**config.mk**
```make
export PLATFORM = sky130hd
export DESIGN_NAME = tcdm_amo_lrsc_shim_flat
export DESIGN_NICKNAME = d
export VERILOG_FILES = /design/src/rtl/tcdm_amo_pkg.sv /design/src/rtl/tcdm_amo_lrsc_shim_if.sv /design/src/rtl/tcdm_amo_alu.sv /design/src/rtl/tcdm_amo_lrsc_shim.sv /design/src/flat_wrapper.sv
export SDC_FILE = /design/constraint.sdc
export NUM_CORES = 1
export LEC_CHECK = 0
export CORE_UTILIZATION = 49
export DETAILED_ROUTE_END_ITERATION = 10
export DONT_BUFFER_PORTS = 1
export GPL_TIMING_DRIVEN = 0
export PLACE_DENSITY = 0.67
export SETUP_SLACK_MARGIN = 0.02
export SLEW_MARGIN = 20
export SYNTH_ARGS = -nofsm -noshare
export SYNTH_HDL_FRONTEND = slang
export SYNTH_HIERARCHICAL = 1
export SYNTH_SLANG_ARGS = --single-unit
```
**constraint.sdc**
```tcl
create_clock -name clk_i -period 8.3 [get_ports clk_i]
set_input_delay 0.83 -clock clk_i [delete_from_list [all_inputs] [get_ports clk_i]]
set_output_delay 0.83 -clock clk_i [all_outputs]
set_load 0.005 [all_outputs]
```
**src/rtl/tcdm_amo_pkg.sv**
```systemverilog
// Shared types for the TCDM atomic shim: the AMO opcode set and the lane width.
package tcdm_amo_pkg;

  localparam int unsigned LANE_W = 32;

  typedef enum logic [3:0] {
    AMO_NONE = 4'h0,
    AMO_SWAP = 4'h1,
    AMO_ADD  = 4'h2,
    AMO_AND  = 4'h3,
    AMO_OR   = 4'h4,
    AMO_XOR  = 4'h5,
    AMO_MAX  = 4'h6,
    AMO_MAXU = 4'h7,
    AMO_MIN  = 4'h8,
    AMO_MINU = 4'h9,
    AMO_CAS  = 4'hA,
    AMO_LR   = 4'hB,
    AMO_SC   = 4'hC
  } amo_op_t;

  // Undefined encodings D-F behave as plain accesses.
  function automatic amo_op_t decode_op(input logic [3:0] raw);
    return (raw > 4'hC) ? AMO_NONE : amo_op_t'(raw);
  endfunction

endpackage

```
**src/rtl/tcdm_amo_lrsc_shim_if.sv**
```systemverilog
// Bundle of interconnect-side and SRAM-side signals of the atomic shim.
interface tcdm_amo_lrsc_shim_if #(
  parameter int unsigned AddrMemWidth = 32,
  parameter int unsigned DataWidth    = 64,
  parameter int unsigned NumCores     = 8
);
  localparam int unsigned IdWidth = (NumCores > 1) ? $clog2(NumCores) : 1;
  localparam int unsigned BeWidth = DataWidth / 8;

  // Handshake: a request transfers on a clock edge where in_req_i and in_gnt_o are both
  // high; in_rvalid_o pulses exactly one cycle later carrying in_rid_o/in_rdata_o.
  // out_req_o has no back-pressure; SRAM read data appears one cycle after a read.
  logic                    in_req_i;
  logic                    in_gnt_o;
  logic [AddrMemWidth-1:0] in_add_i;
  logic [3:0]              in_amo_i;
  logic                    in_wen_i;
  logic [DataWidth-1:0]    in_wdata_i;
  logic [BeWidth-1:0]      in_be_i;
  logic [IdWidth-1:0]      in_id_i;
  logic                    in_rvalid_o;
  logic [IdWidth-1:0]      in_rid_o;
  logic [DataWidth-1:0]    in_rdata_o;
  logic                    out_req_o;
  logic [AddrMemWidth-1:0] out_add_o;
  logic                    out_wen_o;
  logic [DataWidth-1:0]    out_wdata_o;
  logic [BeWidth-1:0]      out_be_o;
  logic [DataWidth-1:0]    out_rdata_i;
  logic                    dbg_state_o;

  modport slave (
    input  in_req_i, in_add_i, in_amo_i, in_wen_i, in_wdata_i, in_be_i, in_id_i, out_rdata_i,
    output in_gnt_o, in_rvalid_o, in_rid_o, in_rdata_o,
    output out_req_o, out_add_o, out_wen_o, out_wdata_o, out_be_o, dbg_state_o
  );

  modport master (
    output in_req_i, in_add_i, in_amo_i, in_wen_i, in_wdata_i, in_be_i, in_id_i, out_rdata_i,
    input  in_gnt_o, in_rvalid_o, in_rid_o, in_rdata_o,
    input  out_req_o, out_add_o, out_wen_o, out_wdata_o, out_be_o, dbg_state_o
  );
endinterface

```
**src/rtl/tcdm_amo_alu.sv**
```systemverilog
// Combinational 32-bit AMO ALU; one shared 33-bit adder serves add and all compares.
module tcdm_amo_alu
  import tcdm_amo_pkg::*;
(
  input  amo_op_t     op_i,
  input  logic [31:0] a_i,
  input  logic [31:0] b_i,
  input  logic [31:0] swap_i,
  output logic [31:0] res_o
);
  logic        is_sub;
  logic        is_sgn;
  logic [32:0] sum;
  logic        a_lt_b;

  always_comb begin
    is_sub = (op_i == AMO_MAX) || (op_i == AMO_MAXU) || (op_i == AMO_MIN) || (op_i == AMO_MINU);
    is_sgn = (op_i == AMO_MAX) || (op_i == AMO_MIN);
    // Extending by the sign (signed) or zero (unsigned) makes bit 32 the borrow of a-b.
    sum    = {is_sgn & a_i[31], a_i} + ({is_sgn & b_i[31], b_i} ^ {33{is_sub}}) + {32'b0, is_sub};
    a_lt_b = sum[32];
    res_o  = a_i;
    case (op_i)
      AMO_SWAP:            res_o = b_i;
      AMO_ADD:             res_o = sum[31:0];
      AMO_AND:             res_o = a_i & b_i;
      AMO_OR:              res_o = a_i | b_i;
      AMO_XOR:             res_o = a_i ^ b_i;
      AMO_MAX,  AMO_MAXU:  res_o = a_lt_b ? b_i : a_i;
      AMO_MIN,  AMO_MINU:  res_o = a_lt_b ? a_i : b_i;
      AMO_CAS:             res_o = (a_i == b_i) ? swap_i : a_i;
      default:             res_o = a_i;
    endcase
  end
endmodule

```
**src/rtl/tcdm_amo_lrsc_shim.sv**
```systemverilog
// Per-bank atomic shim: AMO read-modify-write on one 32-bit lane, LR/SC reservations per core.
module tcdm_amo_lrsc_shim
  import tcdm_amo_pkg::*;
#(
  parameter int unsigned AddrMemWidth = 32,
  parameter int unsigned DataWidth    = 64,
  parameter int unsigned NumCores     = 8
) (
  input logic                 clk_i,
  input logic                 rst_ni,
  tcdm_amo_lrsc_shim_if.slave bus
);
  localparam int unsigned Lanes    = DataWidth / LANE_W;
  localparam int unsigned LaneIdxW = (Lanes > 1) ? $clog2(Lanes) : 1;
  localparam int unsigned IdWidth  = (NumCores > 1) ? $clog2(NumCores) : 1;
  localparam int unsigned NumResv  = 1 << IdWidth;
  localparam int unsigned BeW      = DataWidth / 8;

  localparam logic [0:0] StIdle  = 1'b0;
  localparam logic [0:0] StDoAmo = 1'b1;
  localparam logic [1:0] RespConst = 2'd0;
  localparam logic [1:0] RespLoad  = 2'd1;
  localparam logic [1:0] RespAmo   = 2'd2;

  if ((DataWidth % LANE_W) != 0 || DataWidth < 32 || DataWidth > 256) begin : g_bad_width
    $fatal(1, "DataWidth must be a multiple of 32 in 32..256");
  end
  // CAS takes its swap operand from the neighbouring lane, which a single-lane bank lacks.
  if (Lanes == 1) begin : g_no_cas_lane
    $fatal(1, "CAS needs at least two 32-bit lanes");
  end

  typedef logic [LaneIdxW-1:0] lane_t;

  function automatic logic [BeW-1:0] lane_be(input lane_t l);
    logic [BeW-1:0] be;
    be = '0;
    for (int unsigned i = 0; i < Lanes; i++) if (lane_t'(i) == l) be[i*4 +: 4] = 4'hF;
    return be;
  endfunction

  function automatic logic [DataWidth-1:0] lane_place(input lane_t l, input logic [31:0] v);
    logic [DataWidth-1:0] d;
    d = '0;
    for (int unsigned i = 0; i < Lanes; i++) if (lane_t'(i) == l) d[i*LANE_W +: LANE_W] = v;
    return d;
  endfunction

  logic [0:0]              state_q, state_d;
  amo_op_t                 op_q, op_d;
  logic [AddrMemWidth-1:0] addr_q, addr_d;
  lane_t                   lane_q, lane_d;
  logic [31:0]             b_q, b_d, swap_q, swap_d;
  logic                    rvalid_q, rvalid_d;
  logic [IdWidth-1:0]      rid_q, rid_d;
  logic [1:0]              resp_sel_q, resp_sel_d;
  logic [DataWidth-1:0]    resp_data_q, resp_data_d;
  logic [NumResv-1:0]      res_valid_q, res_valid_d;
  logic [AddrMemWidth-1:0] res_addr_q [NumResv];
  logic [AddrMemWidth-1:0] res_addr_d [NumResv];

  amo_op_t                 in_op;
  lane_t                   in_lane;
  logic                    lane_found;
  logic [31:0]             in_b, in_swap, old_a, alu_res;
  logic                    sc_ok, wr_valid;
  logic [AddrMemWidth-1:0] wr_addr;

  always_comb begin
    in_op      = decode_op(bus.in_amo_i);
    in_lane    = '0;
    lane_found = 1'b0;
    in_b       = '0;
    in_swap    = '0;
    old_a      = '0;
    for (int unsigned i = 0; i < Lanes; i++) begin
      if (!lane_found && (|bus.in_be_i[i*4 +: 4])) begin
        in_lane    = lane_t'(i);
        lane_found = 1'b1;
      end
    end
    for (int unsigned i = 0; i < Lanes; i++) begin
      if (lane_t'(i) == in_lane)              in_b    = bus.in_wdata_i[i*LANE_W +: LANE_W];
      if (lane_t'(i) == (in_lane ^ lane_t'(1))) in_swap = bus.in_wdata_i[i*LANE_W +: LANE_W];
      if (lane_t'(i) == lane_q)               old_a   = bus.out_rdata_i[i*LANE_W +: LANE_W];
    end
    sc_ok = res_valid_q[bus.in_id_i] && (res_addr_q[bus.in_id_i] == bus.in_add_i);
  end

  tcdm_amo_alu u_alu (
    .op_i   (op_q),
    .a_i    (old_a),
    .b_i    (b_q),
    .swap_i (swap_q),
    .res_o  (alu_res)
  );

  always_comb begin
    state_d     = state_q;
    op_d        = op_q;
    addr_d      = addr_q;
    lane_d      = lane_q;
    b_d         = b_q;
    swap_d      = swap_q;
    rvalid_d    = 1'b0;
    rid_d       = rid_q;
    resp_sel_d  = RespConst;
    resp_data_d = '0;
    res_valid_d = res_valid_q;
    res_addr_d  = res_addr_q;
    wr_valid    = 1'b0;
    wr_addr     = bus.in_add_i;
    bus.in_gnt_o    = 1'b0;
    bus.out_req_o   = 1'b0;
    bus.out_add_o   = bus.in_add_i;
    bus.out_wen_o   = 1'b0;
    bus.out_wdata_o = bus.in_wdata_i;
    bus.out_be_o    = bus.in_be_i;
    if (state_q == StDoAmo) begin
      bus.out_req_o   = 1'b1;
      bus.out_add_o   = addr_q;
      bus.out_wen_o   = 1'b1;
      bus.out_be_o    = lane_be(lane_q);
      bus.out_wdata_o = lane_place(lane_q, alu_res);
      wr_valid        = 1'b1;
      wr_addr         = addr_q;
      state_d         = StIdle;
    end else begin
      bus.in_gnt_o = bus.in_req_i;
      if (bus.in_req_i) begin
        rvalid_d = 1'b1;
        rid_d    = bus.in_id_i;
        if (in_op == AMO_SC) begin
          res_valid_d[bus.in_id_i] = 1'b0;
          if (sc_ok) begin
            bus.out_req_o = 1'b1;
            bus.out_wen_o = 1'b1;
            bus.out_be_o  = lane_be(in_lane);
            wr_valid      = 1'b1;
          end else begin
            resp_data_d = lane_place(in_lane, 32'd1);
          end
        end else if (in_op == AMO_LR) begin
          bus.out_req_o = 1'b1;
          res_valid_d[bus.in_id_i] = 1'b1;
          res_addr_d[bus.in_id_i]  = bus.in_add_i;
          resp_sel_d = RespLoad;
        end else if (in_op != AMO_NONE) begin
          bus.out_req_o = 1'b1;
          bus.out_be_o  = '1;
          state_d    = StDoAmo;
          op_d       = in_op;
          addr_d     = bus.in_add_i;
          lane_d     = in_lane;
          b_d        = in_b;
          swap_d     = in_swap;
          resp_sel_d = RespAmo;
        end else begin
          bus.out_req_o = 1'b1;
          bus.out_wen_o = bus.in_wen_i;
          wr_valid      = bus.in_wen_i;
          if (!bus.in_wen_i) resp_sel_d = RespLoad;
        end
      end
    end
    // Any committed write kills every reservation on that word, the writer's included.
    if (wr_valid) begin
      for (int unsigned r = 0; r < NumResv; r++)
        if (res_addr_q[r] == wr_addr) res_valid_d[r] = 1'b0;
    end
  end

  always_comb begin
    bus.in_rvalid_o = rvalid_q;
    bus.in_rid_o    = rid_q;
    bus.dbg_state_o = state_q;
    case (resp_sel_q)
      RespLoad: bus.in_rdata_o = bus.out_rdata_i;
      RespAmo:  bus.in_rdata_o = lane_place(lane_q, old_a);
      default:  bus.in_rdata_o = resp_data_q;
    endcase
  end

  always_ff @(posedge clk_i or negedge rst_ni) begin
    if (!rst_ni) begin
      state_q     <= StIdle;
      op_q        <= AMO_NONE;
      addr_q      <= '0;
      lane_q      <= '0;
      b_q         <= '0;
      swap_q      <= '0;
      rvalid_q    <= 1'b0;
      rid_q       <= '0;
      resp_sel_q  <= RespConst;
      resp_data_q <= '0;
      res_valid_q <= '0;
      res_addr_q  <= '{default: '0};
    end else begin
      state_q     <= state_d;
      op_q        <= op_d;
      addr_q      <= addr_d;
      lane_q      <= lane_d;
      b_q         <= b_d;
      swap_q      <= swap_d;
      rvalid_q    <= rvalid_d;
      rid_q       <= rid_d;
      resp_sel_q  <= resp_sel_d;
      resp_data_q <= resp_data_d;
      res_valid_q <= res_valid_d;
      res_addr_q  <= res_addr_d;
    end
  end
endmodule

```
**src/flat_wrapper.sv**
```systemverilog
// flat-port wrapper written by rule: the top's interface ports become plain ports
module tcdm_amo_lrsc_shim_flat import tcdm_amo_pkg::*;
#(
  parameter int unsigned AddrMemWidth = 32,
  parameter int unsigned DataWidth    = 64,
  parameter int unsigned NumCores     = 8
)
  (clk_i, rst_ni, bus_in_req_i, bus_in_add_i, bus_in_amo_i, bus_in_wen_i, bus_in_wdata_i, bus_in_be_i, bus_in_id_i, bus_out_rdata_i, bus_in_gnt_o, bus_in_rvalid_o, bus_in_rid_o, bus_in_rdata_o, bus_out_req_o, bus_out_add_o, bus_out_wen_o, bus_out_wdata_o, bus_out_be_o, bus_dbg_state_o);
  tcdm_amo_lrsc_shim_if #(.AddrMemWidth(AddrMemWidth), .DataWidth(DataWidth), .NumCores(NumCores)) bus_i ();
  input logic clk_i;
  input logic rst_ni;
  input wire logic [$bits(bus_i.in_req_i)-1:0] bus_in_req_i;
  input wire logic [$bits(bus_i.in_add_i)-1:0] bus_in_add_i;
  input wire logic [$bits(bus_i.in_amo_i)-1:0] bus_in_amo_i;
  input wire logic [$bits(bus_i.in_wen_i)-1:0] bus_in_wen_i;
  input wire logic [$bits(bus_i.in_wdata_i)-1:0] bus_in_wdata_i;
  input wire logic [$bits(bus_i.in_be_i)-1:0] bus_in_be_i;
  input wire logic [$bits(bus_i.in_id_i)-1:0] bus_in_id_i;
  input wire logic [$bits(bus_i.out_rdata_i)-1:0] bus_out_rdata_i;
  output wire logic [$bits(bus_i.in_gnt_o)-1:0] bus_in_gnt_o;
  output wire logic [$bits(bus_i.in_rvalid_o)-1:0] bus_in_rvalid_o;
  output wire logic [$bits(bus_i.in_rid_o)-1:0] bus_in_rid_o;
  output wire logic [$bits(bus_i.in_rdata_o)-1:0] bus_in_rdata_o;
  output wire logic [$bits(bus_i.out_req_o)-1:0] bus_out_req_o;
  output wire logic [$bits(bus_i.out_add_o)-1:0] bus_out_add_o;
  output wire logic [$bits(bus_i.out_wen_o)-1:0] bus_out_wen_o;
  output wire logic [$bits(bus_i.out_wdata_o)-1:0] bus_out_wdata_o;
  output wire logic [$bits(bus_i.out_be_o)-1:0] bus_out_be_o;
  output wire logic [$bits(bus_i.dbg_state_o)-1:0] bus_dbg_state_o;
  assign bus_i.in_req_i = bus_in_req_i;
  assign bus_i.in_add_i = bus_in_add_i;
  assign bus_i.in_amo_i = bus_in_amo_i;
  assign bus_i.in_wen_i = bus_in_wen_i;
  assign bus_i.in_wdata_i = bus_in_wdata_i;
  assign bus_i.in_be_i = bus_in_be_i;
  assign bus_i.in_id_i = bus_in_id_i;
  assign bus_i.out_rdata_i = bus_out_rdata_i;
  assign bus_in_gnt_o = bus_i.in_gnt_o;
  assign bus_in_rvalid_o = bus_i.in_rvalid_o;
  assign bus_in_rid_o = bus_i.in_rid_o;
  assign bus_in_rdata_o = bus_i.in_rdata_o;
  assign bus_out_req_o = bus_i.out_req_o;
  assign bus_out_add_o = bus_i.out_add_o;
  assign bus_out_wen_o = bus_i.out_wen_o;
  assign bus_out_wdata_o = bus_i.out_wdata_o;
  assign bus_out_be_o = bus_i.out_be_o;
  assign bus_dbg_state_o = bus_i.dbg_state_o;
  tcdm_amo_lrsc_shim #(.AddrMemWidth(AddrMemWidth), .DataWidth(DataWidth), .NumCores(NumCores)) u_core (.clk_i(clk_i), .rst_ni(rst_ni), .bus(bus_i));
endmodule
```
==> implementation parameters <==
Parameter                              Value

Outcome
  Outcome ... finished, violations left
  Violated checks ... hold timing

Global routing
  Number of antenna violations at the first check in global routing ... 4
  Total congestion overflow ... 0
  Number of global-route vias before repair ... 25100
  Maximum number of pins on one net before global-route repair ... 374
  Wire length of the first global-routing pass ... 187000 um
  Aggregate global-route resource usage ... 0.467

Clock network
  Clock root cell ... sky130_fd_sc_hd__clkbuf_16
  CTS tree ... yes
  Sinks on the clock net ... 373
  H-tree levels ... 2
  Clock-pin slew of the registers on the worst-case setup and hold paths ... 0.06 ns
  Cts bufs inserted ... 46
  Clock latency reported for the late side of the worst-skew pair ... 0.61 ns
  Post-CTS setup buffer count ... 0
  Clock Tree Buf Depth ... 3
  Number of gates resized after cts ... 0

Layout
  Layout filler cell count ... 4993
  Footprint of the flip-flops and latches ... 0.00933 mm^2
  Utilization after layout ... 0.550
  Area of combinational cells with multiple inputs ... 0.0173 mm^2
  Layout cells sized above 1 ... 0.148
  Nets ... 3345
  Post-synthesis to final-layout area growth ... 9.84%

Power and ir drop
  Max IR drop VDD ... roughly 180 uV
  Fraction of power consumed by the clock network ... 0.263
  Cell internal power dissipation ... 0.00437 W
  Proportion of power drawn by combinational gates ... 0.448
  Total power after layout ... ~0.0078 W
  Leakage power of the design ... between 10 and 15 nW
  Power per cell area ... roughly 260 mW/mm^2
  Switching power ... between 0.003 and 0.004 W
  Net switching share of the total power ... 0.439
  Sequential power share ... 0.289

STA
  Shortest clock period the worst path allows after layout ... 7.63 ns
  Number of setup violations in the final report ... 0
  Slew Limit Fails ... 0
  Final sum of negative setup slack ... 0 ns
  Achievable frequency ... between 100 and 150 MHz
  Number of hold violations in the final report ... 86
  Max Clock Skew ... 0.0195 ns
  Post-Route Hold Slack ... -0.0820 ns
  Slew at the pin closest to its max-slew limit ... 1.26 ns
  Final worst-path cycle share ... 0.919
  Unrepaired setup endpoints after global routing ... no
  Worst max-slew margin expressed relative to the limit ... 0.159

Setup path
  Required time reported for the critical path endpoint ... around 7.5 ns
  Maximum fanout count along the critical path ... 10
  Critical path class ... reg2out
  Kind of end point of the critical path ... primary output
  Reg2reg path depth ... 8
  Critical path launch point type ... flop
  Signal arrival time at the worst endpoint ... 6.80 ns

Die
  Starting density of the core ... 0.500
  Die Span Y ... 240 um
  # IOs ... 355
  Core Footprint ... ~0.056 mm^2
  FP Rows ... 86
  Die width ... 240 um
  Full die area ... 0.0577 mm^2

Place
  Count of input and output buffers ... 0
  Placer's final routability congestion estimate ... 1.11
  HPWL reported at the end of detailed placement ... approximately 110000 um

Drt
  Violation count after the first detailed-route iteration ... 3619
  Iteration count of the initial detailed-routing pass ... 6
  Final wirelength ... roughly 140000 um
  Total via count after detailed routing ... 26100
  Post-detailed-route via-to-cell ratio ... about 6.8
  Routed wire per std cell ... approximately 36 um
  Final routed DRC violation total ... 0
  Antenna viol nets, final ... 0

Synthesis
  Most used DFF post-synth ... sky130_fd_sc_hd__dfrtp_1
  Largest cells by area after synthesis ... sky130_fd_sc_hd__dfrtp_1 (34%), sky130_fd_sc_hd__xnor2_1 (9.4%), sky130_fd_sc_hd__mux2_2 (8.6%)
  Proportion of netlist area held by the largest area contributor ... 0.336
  Distinct cells, synth ... 105
  Number of enable flip-flop cells after synthesis ... 0
  Synthesized cell area ... 0.0278 mm^2
  Post-synthesis net count ... 3291
  Synthesized area per cell ... a little over 9 um^2
  Share of flip-flops with an asynchronous set or reset ... 1.00
  Portion of the post-synthesis area used by sequential elements ... 0.336
  Flip-flop and latch count after synthesis ... roughly 370
  Cell accounting for the most synthesized area ... sky130_fd_sc_hd__dfrtp_1
  Synthesized netlist cell count ... 3013
  Yosys warnings ... 6

Job
  Max-capacitance violation count ... 0

Hold path
  Worst Hold Class ... in2async
-- final cells by class --
type | count | share of cell area
Sequential cell | 373 | 0.306
Clock inverter | 16 | 0.00619
Timing Repair Buffer | 6 | 0.00303
Multi-Input combinational cell | 2314 | 0.566
Antenna cell | 1 | 0.0000820
Buffer | 207 | 0.0303
Inverter | 119 | 0.0146
Clock buffer | 67 | 0.0433
Tap cell | 748 | 0.0307
-- layout by cell type (no fill, tap or decap), drive strengths merged, types with 16 or more instances in the layout --
cell | synthesis | final
a21oi | 141 | 141
and3 | 17 | 17
nand2 | 481 | 481
o22ai | 26 | 26
a21o | 16 | 16
a22oi | 39 | 39
ha | 98 | 98
mux2 | 213 | 213
a31oi | 16 | 16
inv | 119 | 119
a22o | 75 | 75
xnor2 | 299 | 299
nor3 | 18 | 18
a221oi | 34 | 34
buf | 84 | 89
and2 | 74 | 74
dfrtp | 373 | 373
nand3 | 25 | 25
nor2 | 138 | 138
o21ai | 81 | 81
nand4 | 33 | 33
mux4 | 25 | 25
o211ai | 23 | 23
nor4 | 80 | 80
xor2 | 35 | 35
clkbuf | 123 | 191
mux2i | 178 | 178
-- synth_stat cells (10+ instances only) --
cell / count
sky130_fd_sc_hd__o21ai_0: 69
sky130_fd_sc_hd__a21oi_1: 137
sky130_fd_sc_hd__and3_1: 17
sky130_fd_sc_hd__inv_1: 118
sky130_fd_sc_hd__nor2b_1: 10
sky130_fd_sc_hd__nor4_1: 79
sky130_fd_sc_hd__mux4_2: 21
sky130_fd_sc_hd__a31oi_1: 16
sky130_fd_sc_hd__clkbuf_1: 123
sky130_fd_sc_hd__a22o_1: 73
sky130_fd_sc_hd__o22ai_1: 26
sky130_fd_sc_hd__nand3_1: 25
sky130_fd_sc_hd__buf_4: 10
sky130_fd_sc_hd__nor2_1: 133
sky130_fd_sc_hd__xnor2_1: 299
sky130_fd_sc_hd__mux2_2: 212
sky130_fd_sc_hd__dfrtp_1: 373
sky130_fd_sc_hd__ha_1: 98
sky130_fd_sc_hd__a22oi_1: 39
sky130_fd_sc_hd__nor3_1: 18
sky130_fd_sc_hd__nand4_1: 33
sky130_fd_sc_hd__mux2i_1: 178
sky130_fd_sc_hd__and2_1: 72
sky130_fd_sc_hd__a221oi_1: 32
sky130_fd_sc_hd__buf_1: 28
sky130_fd_sc_hd__o211ai_1: 23
sky130_fd_sc_hd__a21o_1: 16
sky130_fd_sc_hd__buf_2: 40
sky130_fd_sc_hd__o2111ai_1: 11
sky130_fd_sc_hd__nand2_1: 481
sky130_fd_sc_hd__xor2_1: 35
-- path summary, 6_finish.rpt --
kind | start | to | slack [ns]
max | u_core/op_q[2] | bus_out_wdata_o[8] | 0.67
min | rst_ni | u_core/res_addr_q[206] | -0.08
max reg2reg | u_core/resp_sel_q[1] | u_core/res_valid_q[0] | 3.28
min reg2reg | u_core/op_q[2] | u_core/op_q[2] | 0.51
max in group asynchronous | rst_ni | u_core/swap_q[26] | 7.35
min in group clk_i | bus_in_amo_i[0] | u_core/op_q[0] | 0.37
-- cells by family after synthesis --
| family | Yosys count | synth area share |
|---|---|---|
| and+or+nand+nor | 911 | 0.150 |
| AOI/OAI and AO/OA | 554 | 0.143 |
| muxes | 416 | 0.171 |
| DFF | 373 | 0.336 |
| xor gates and xnor gates | 334 | 0.105 |
| buffers and inverters | 326 | 0.0491 |
| adders and majority gates | 99 | 0.0449 |
-- worst max-delay path, stage by stage (launching register included) --
cell and delay (ns):
sky130_fd_sc_hd__dfrtp_1 0.39, sky130_fd_sc_hd__buf_2 0.20, sky130_fd_sc_hd__and3b_1 0.20, sky130_fd_sc_hd__buf_4 0.17, sky130_fd_sc_hd__nor2_1 0.38, sky130_fd_sc_hd__clkbuf_1 0.86, sky130_fd_sc_hd__xnor2_1 0.16, sky130_fd_sc_hd__ha_1 0.32
sky130_fd_sc_hd__clkbuf_1 0.37, sky130_fd_sc_hd__nand3_1 0.25, sky130_fd_sc_hd__nor2_1 0.44, sky130_fd_sc_hd__nand3_1 0.26, sky130_fd_sc_hd__nor2_1 0.32, sky130_fd_sc_hd__a21boi_4 0.16, sky130_fd_sc_hd__nor2_4 0.35, sky130_fd_sc_hd__buf_2 0.42
sky130_fd_sc_hd__a21oi_1 0.12, sky130_fd_sc_hd__o22ai_1 0.52, sky130_fd_sc_hd__a22o_1 0.26
-- flip-flops by register name, indices dropped and copies added, names as in the netlist, 2 cells and up --
signal and flops:
u_core/addr_q 32, u_core/resp_data_q 2, u_core/res_addr_q 256, u_core/bus.in_rid_o 3, u_core/op_q 4, u_core/b_q 32
u_core/swap_q 32, u_core/res_valid_q 8, u_core/resp_sel_q 2
-- power by group through the flow --
stage                     registers [W]  clock network (W)  logic, W
after global placement          0.00225                  0   0.00328
after CTS                       0.00223            0.00206   0.00333
after detailed placement        0.00226                  0   0.00332
after floorplan                 0.00217                  0   0.00215
after global routing            0.00226            0.00213   0.00359
final                           0.00225            0.00205   0.00349
-- per-layer routing --
metal / up-vias / part of all wire / GRT usage / wire, um
li1: 10800 / - / - / -
met1: 12900 / 0.35 / 0.543 / 48200
met2: 1899 / 0.44 / 0.719 / 60000
met3: 547 / 0.11 / 0.120 / 14600
met4: 6 / 0.10 / 0.402 / 13900
met5: - / 0.00027 / 0 / 37
-- stage by stage --
step           cells  cell area [um^2]  setup WS, ns
4_1_cts         3849             30400         0.873
3_5_place_dp    3766             28900          1.53
5_1_grt         3850             30500         0.585
3_3_place_gp    3761             28700          1.53
6_report        3851             30500         0.674
2_1_floorplan   3013             27800          3.44
Note: power is estimated with default switching activity, not from simulation.
